==> src/rtl/core_pkg.sv <==
`default_nettype none
// ============================================================================
// Module      : core_pkg
// Description : Shared core types and constants for the M-extension unit.
// Revision    : 1.0 - initial release
// ============================================================================
package core_pkg;

    typedef enum logic [2:0] {
        MUL    = 3'b000,
        MULH   = 3'b001,
        MULHSU = 3'b010,
        MULHU  = 3'b011,
        DIV    = 3'b100,
        DIVU   = 3'b101,
        REM    = 3'b110,
        REMU   = 3'b111
    } muldiv_op_e;

    typedef enum logic [1:0] {
        IDLE = 2'd0,
        CALC = 2'd1,
        DONE = 2'd2
    } mdu_state_e;

    localparam logic [6:0] FUNCT7_MULDIV = 7'b0000001;

    // Two's-complement magnitude when the value is to be read as negative.
    function automatic logic [31:0] abs_if(input logic [31:0] v, input logic neg);
        return neg ? (~v + 32'd1) : v;
    endfunction

endpackage
`default_nettype wire

==> src/rtl/ex_muldiv_unit.sv <==
`default_nettype none
// ============================================================================
// Module      : ex_muldiv_unit
// Description : Iterative RV32M multiply/divide unit (radix-2, 32 iterations).
// Revision    : 1.0 - initial release
// ============================================================================
module ex_muldiv_unit
    import core_pkg::*;
#(
    parameter int XLEN = 32
) (
    input  logic            clk,
    input  logic            rst,
    input  logic            valid_i,
    input  logic [2:0]      funct3_i,
    input  logic [XLEN-1:0] rs1_i,
    input  logic [XLEN-1:0] rs2_i,
    input  logic            flush_i,
    output logic            stall_o,
    output logic            done_o,
    output logic [XLEN-1:0] result_o
);

    localparam int               ACC_W    = 2 * XLEN;
    localparam logic [XLEN-1:0]  c_int_min = {1'b1, {(XLEN-1){1'b0}}};
    localparam logic [XLEN-1:0]  c_all_one = {XLEN{1'b1}};
    localparam logic [4:0]       c_last    = 5'd31;

    mdu_state_e        r_state;
    mdu_state_e        w_state_next;
    logic [4:0]        r_cnt;
    muldiv_op_e        r_op;
    logic              r_neg_q;
    logic              r_neg_r;
    logic [XLEN-1:0]   r_opnd;
    logic [ACC_W-1:0]  r_acc;

    muldiv_op_e        w_op;
    logic              w_accept;
    logic              w_a_signed;
    logic              w_b_signed;
    logic              w_sa;
    logic              w_sb;
    logic [XLEN-1:0]   w_mag_a;
    logic [XLEN-1:0]   w_mag_b;
    logic              w_div_zero;
    logic              w_ovf;
    logic              w_special;
    logic [XLEN-1:0]   w_special_res;

    logic [XLEN:0]     w_mul_sum;
    logic [ACC_W-1:0]  w_mul_next;
    logic              w_div_ge;
    logic [XLEN-1:0]   w_div_sub;
    logic [ACC_W-1:0]  w_div_next;
    logic [ACC_W-1:0]  w_acc_next;
    logic [ACC_W-1:0]  w_prod;
    logic [XLEN-1:0]   w_quot;
    logic [XLEN-1:0]   w_rem;
    logic [XLEN-1:0]   w_final;

    // ---------------- operand decode ----------------
    assign w_op       = muldiv_op_e'(funct3_i);
    assign w_accept   = valid_i & ~flush_i;
    assign w_a_signed = (w_op == MULH) || (w_op == MULHSU) || (w_op == DIV) || (w_op == REM);
    assign w_b_signed = (w_op == MULH) || (w_op == DIV) || (w_op == REM);
    assign w_sa       = w_a_signed & rs1_i[XLEN-1];
    assign w_sb       = w_b_signed & rs2_i[XLEN-1];
    assign w_mag_a    = abs_if(rs1_i, w_sa);
    assign w_mag_b    = abs_if(rs2_i, w_sb);

    assign w_div_zero = funct3_i[2] & (rs2_i == '0);
    assign w_ovf      = ((w_op == DIV) || (w_op == REM)) &&
                        (rs1_i == c_int_min) && (rs2_i == c_all_one);
    assign w_special  = w_div_zero | w_ovf;

    always_comb begin
        w_special_res = '0;
        if (w_div_zero) begin
            w_special_res = funct3_i[1] ? rs1_i : c_all_one;
        end else if (w_ovf) begin
            w_special_res = funct3_i[1] ? '0 : c_int_min;
        end
    end

    // ---------------- iteration datapath ----------------
    // Multiply: multiplier sits in the low half and shifts out LSB first.
    assign w_mul_sum  = {1'b0, r_acc[ACC_W-1:XLEN]} + (r_acc[0] ? {1'b0, r_opnd} : '0);
    assign w_mul_next = {w_mul_sum, r_acc[XLEN-1:1]};

    // Divide: {remainder, dividend/quotient}; the shifted remainder needs XLEN+1 bits.
    assign w_div_ge   = r_acc[ACC_W-1:XLEN-1] >= {1'b0, r_opnd};
    assign w_div_sub  = r_acc[ACC_W-2:XLEN-1] - r_opnd;
    assign w_div_next = w_div_ge ? {w_div_sub, r_acc[XLEN-2:0], 1'b1}
                                 : {r_acc[ACC_W-2:0], 1'b0};

    assign w_acc_next = r_op[2] ? w_div_next : w_mul_next;

    assign w_prod = r_neg_q ? (~w_acc_next + 1'b1) : w_acc_next;
    assign w_quot = r_neg_q ? (~w_acc_next[XLEN-1:0] + 1'b1) : w_acc_next[XLEN-1:0];
    assign w_rem  = r_neg_r ? (~w_acc_next[ACC_W-1:XLEN] + 1'b1) : w_acc_next[ACC_W-1:XLEN];

    always_comb begin
        w_final = '0;
        if (r_op[2]) begin
            w_final = r_op[1] ? w_rem : w_quot;
        end else if (r_op == MUL) begin
            w_final = w_prod[XLEN-1:0];
        end else begin
            w_final = w_prod[ACC_W-1:XLEN];
        end
    end

    // ---------------- FSM ----------------
    always_ff @(posedge clk) begin
        if (rst) begin
            r_state <= IDLE;
        end else begin
            r_state <= w_state_next;
        end
    end

    always_comb begin
        w_state_next = r_state;
        stall_o      = 1'b0;
        done_o       = 1'b0;
        case (r_state)
            IDLE: begin
                if (w_accept) begin
                    stall_o      = 1'b1;
                    w_state_next = w_special ? DONE : CALC;
                end
            end
            CALC: begin
                stall_o = 1'b1;
                if (r_cnt == c_last) begin
                    w_state_next = DONE;
                end
            end
            DONE: begin
                done_o       = 1'b1;
                w_state_next = IDLE;
            end
            default: w_state_next = IDLE;
        endcase
        // A kill beats everything; the killed op must not be seen as done.
        if (flush_i) begin
            w_state_next = IDLE;
            done_o       = 1'b0;
        end
        if (rst) begin
            stall_o = 1'b0;
            done_o  = 1'b0;
        end
    end

    // ---------------- operand / accumulator / result registers ----------------
    always_ff @(posedge clk) begin
        if (rst) begin
            r_cnt    <= '0;
            r_op     <= MUL;
            r_neg_q  <= 1'b0;
            r_neg_r  <= 1'b0;
            r_opnd   <= '0;
            r_acc    <= '0;
            result_o <= '0;
        end else begin
            case (r_state)
                IDLE: begin
                    if (w_accept) begin
                        r_cnt   <= '0;
                        r_op    <= w_op;
                        r_neg_q <= w_sa ^ w_sb;
                        r_neg_r <= w_sa;
                        if (funct3_i[2]) begin
                            r_opnd <= w_mag_b;
                            r_acc  <= {{XLEN{1'b0}}, w_mag_a};
                        end else begin
                            r_opnd <= w_mag_a;
                            r_acc  <= {{XLEN{1'b0}}, w_mag_b};
                        end
                        if (w_special) begin
                            result_o <= w_special_res;
                        end
                    end
                end
                CALC: begin
                    if (!flush_i) begin
                        r_acc <= w_acc_next;
                        r_cnt <= r_cnt + 5'd1;
                        if (r_cnt == c_last) begin
                            result_o <= w_final;
                        end
                    end
                end
                default: ;
            endcase
        end
    end

endmodule
`default_nettype wire

==> config.mk <==
export PLATFORM = sky130hd
export DESIGN_NAME = ex_muldiv_unit
export DESIGN_NICKNAME = d
export VERILOG_FILES = /design/src/rtl/core_pkg.sv /design/src/rtl/ex_muldiv_unit.sv
export SDC_FILE = /design/constraint.sdc
export NUM_CORES = 1
export LEC_CHECK = 0
export BUFFER_PORTS_ARGS = -buffer_cell sky130_fd_sc_hd__buf_2
export CAP_MARGIN = 25
export CORE_MARGIN = 5
export CORE_UTILIZATION = 49
export CTS_CLUSTER_SIZE = 8
export DETAILED_ROUTE_END_ITERATION = 6
export PLACE_DENSITY = 0.78
export SKIP_LAST_GASP = 1
export SYNTH_ARGS = -nofsm -noshare
export SYNTH_HDL_FRONTEND = slang
export SYNTH_SLANG_ARGS = --single-unit
==> constraint.sdc <==
create_clock -name clk -period 8.9 [get_ports clk]
set_clock_uncertainty 0.15 [all_clocks]
set_input_delay 0.445 -clock clk [delete_from_list [all_inputs] [get_ports clk]]
set_output_delay 0.445 -clock clk [all_outputs]
set_load 0.01 [all_outputs]
==> flow_metrics.env <==
export IMPL_synthTopCellsByArea="dfxtp_1 17%, nor2_1 6.7%, a21oi_1 6.4%"
export IMPL_slew_limit_headroom_pct=22.14
export IMPL_yosysWarnings=0
export IMPL_io_pins=105
export IMPL_grt_max_degree=77
export IMPL_worstPathRequired_ns=9.08
export IMPL_drt_wl_total_mm=70.19
export IMPL_crit_type="flop to flop"
export IMPL_min_path_type="input pin to flop"
export IMPL_rr_endpoint="result_o[22]"
export IMPL_tritoncts="yes"
export IMPL_crit_path_start="r_acc[49]"
export IMPL_timing_hold_violations_final=0
export IMPL_rrSetupSlack_ns=2.86
export IMPL_grt_pass1_vias=17233
export IMPL_p_clk_share_pct=36.1
export IMPL_place_hpwl_mm=53.69
export IMPL_p_leak_nw=6.797
export IMPL_switching_share_pct=38.63
export IMPL_seq_area_frac_synth_pct=17.35
export IMPL_dr_first_iter_drc_count=2528
export IMPL_p_switching_mw=0.8988
export IMPL_combPwrFrac_pct=34.9
export IMPL_cts_sinks=140
export IMPL_setup_viol=0
export IMPL_clk_latency_ns=0.45
export IMPL_detail_route_antenna_nets=0
export IMPL_track_usage_pct=37.00
export IMPL_grt_pass1_wl_mm=105.0
export IMPL_cts_resized=0
export IMPL_cts_root_buffer="clkbuf_16"
export IMPL_async_flop_share_pct=0
export IMPL_finalSetupTns_ns=0
export IMPL_regToRegStartpoint="r_acc[49]"
export IMPL_placeableCoreArea_um2=32540
export IMPL_area_growth_pct=8.382
export IMPL_place_congestion=1.033
export IMPL_max_freq_ghz=0.1655
export IMPL_viasPerCell=6.850
export IMPL_rsz0062_at_grt="false"
export IMPL_antenna_found_initial=4
export IMPL_cts_buffers_inserted=17
export IMPL_gr_total_overflow=0
export IMPL_place_area_um2=16830
export IMPL_vias=19160
export IMPL_rows=66
export IMPL_cp_endpoint="result_o[22]"
export IMPL_period_share_pct=67.88
export IMPL_endpoint_kind="flop"
export IMPL_drc_errors=0
export IMPL_slew_violations=0
export IMPL_fin_nets=2485
export IMPL_syn_area_per_cell_um2=6.876
export IMPL_port_buffers=104
export IMPL_fin_area_um2=17510
export IMPL_layout_commonest_cell="nor2_1"
export IMPL_synthFlopType="dfxtp_1"
export IMPL_p_int_mw=1.428
export IMPL_cts_max_path_buffers=2
export IMPL_die_area_um2=36690
export IMPL_die_w_um=191.6
export IMPL_drive_above_1_share_pct=9.728
export IMPL_yosys_area_top_type_share_pct=17.35
export IMPL_fillers=3307
export IMPL_die_height_um=191.6
export IMPL_dr_pass1_iters=7
export IMPL_sequentialPowerShare_pct=29.0
export IMPL_r2r_cells=19
export IMPL_ys_seq_elements=140
export IMPL_synth_cells=2349
export IMPL_start_kind="flop"
export IMPL_yosysTopAreaCell="dfxtp_1"
export IMPL_ys_types=90
export IMPL_wl_met3_mm=7.954
export IMPL_worst_pin_slew_ns=1.168
export IMPL_vdd_drop_max_uv=140.0
export IMPL_powerDensity_nw_per_um2=132.9
export IMPL_clk_pin_slew_ns=0.06
export IMPL_cts_setup_buffers=0
export IMPL_routedLengthMet1_mm=27.10
export IMPL_synth_edf_count=0
export IMPL_max_cap_violations=0
export IMPL_fin_crit_ns=6.041
export IMPL_wl_met2_mm=30.13
export IMPL_crit_arrival_ns=6.22
export IMPL_htree_levels=4
export IMPL_routedWlPerCell_um=25.10
export IMPL_highest_layer="met5"
export IMPL_final_cell_mix="285 x nor2_1, 240 x nand2_1, 206 x a21oi_1, 151 x o21ai_0, 138 x dfxtp_1"
export IMPL_syn_nets=2493
export IMPL_crit_fanout=11
export IMPL_synth_area_um2=16150
export IMPL_ctsHoldBuffers=0
export IMPL_outcome="finished, final reports clean"
export IMPL_start_util_pct=49.64
[registers in the layout (all words and copies together) (netlist names)]
signal	flops
r_op	3
result_o	32
r_neg_q	1
r_opnd	32
r_neg_r	1
r_state	2
r_cnt	5
r_acc	64
[synthesized netlist by cell type, types with 46 or more instances]
library cell    n
nor2_1        287
nand2_1       240
a21oi_1       206
o21ai_0       152
dfxtp_1       140
clkbuf_1      119
xnor2_1        99
nor3_1         87
inv_1          73
ha_1           71
xor2_1         67
o211ai_1       53
mux2i_1        50
a211oi_1       46
nand3_1        46
[power by group through the flow]
stage,Combinational [mW],Sequential [mW],Clock [mW]
5_1_grt,0.858,0.678,0.865
3_5_place_dp,0.776,0.688,0
4_1_cts,0.779,0.674,0.839
3_3_place_gp,0.771,0.687,0
6_report,0.812,0.676,0.839
2_1_floorplan,0.530,0.679,0
[cell families (layout without fill, tap and decap cells)]
| family | after synthesis | after routing | synth area share (%) |
|---|---|---|---|
| and+or+nand+nor | 869 | 869 | 25.13 |
| other | 0 | 1 | 0 |
| AOI/OAI and AO/OA | 802 | 802 | 33.18 |
| buffers and inverters | 240 | 245 | 5.864 |
| muxes | 59 | 59 | 3.726 |
| xor gates and xnor gates | 166 | 166 | 9.001 |
| DFF | 140 | 140 | 17.35 |
| adders and majority gates | 73 | 73 | 5.748 |
[area by class of cell]
cell class	instances	area (µm²)	share of cell area, %
Antenna cell	1	2.502	0.01429
Multi-Input combinational cell	1969	12420	70.95
Timing Repair Buffer	139	783.3	4.474
Tap cell	442	553.0	3.159
Clock inverter	10	186.4	1.065
Sequential cell	140	2808	16.04
Clock buffer	22	474.2	2.709
Inverter	74	277.8	1.587
[critical path: stages, from the launching register on]
cell	delay, ns
dfxtp_1	0.45
ha_1	0.39
a21oi_1	0.33
o21ai_0	0.17
a211oi_1	0.48
o21a_1	0.35
a21oi_2	0.16
a21oi_1	0.22
ha_1	0.27
o2111ai_1	0.18
nor2_1	0.20
nand3_1	0.20
or2_2	0.38
nand3b_1	0.41
or2_0	0.43
or2_1	0.40
o21ai_2	0.19
xor2_1	0.16
a211oi_1	0.09
o31a_1	0.30
[layer usage]
metal	GRT usage, %	up-vias
met2	56.74	1289
met3	8.199	264
met5	0	-
met1	47.79	8986
met4	21.33	4
li1	-	8617
[stage by stage]
| step | util [%] | total power, mW | hold slack, ns | std cells | setup slack (ns) |
|---|---|---|---|---|---|
| 6_report | 53.80 | 2.327 | 0.08452 | 2797 | 2.859 |
| 3_5_place_dp | 51.74 | 1.464 | 0.2932 | 2763 | 3.130 |
| 4_1_cts | 53.77 | 2.293 | 0.07111 | 2795 | 3.085 |
| 3_3_place_gp | 51.70 | 1.458 | 0.2870 | 2761 | 3.121 |
| 2_1_floorplan | - | 1.210 | 0.2819 | 2349 | 3.253 |
| 5_1_grt | 53.80 | 2.402 | 0.1038 | 2796 | 2.686 |
[worst min-delay path by stage]
stage                             from  slack [ns]            to  cells past startpoint
after CTS                      flush_i        0.07    r_state[0]                      2
after floorplan             r_opnd[21]        0.28    r_opnd[21]                      2
after global routing           flush_i        0.10    r_state[0]                      2
final                          flush_i        0.08    r_state[0]                      2
after global placement    result_o[20]        0.29  result_o[20]                      2
after detailed placement  result_o[20]        0.29  result_o[20]                      2
Power figures use the tool's default switching activity.
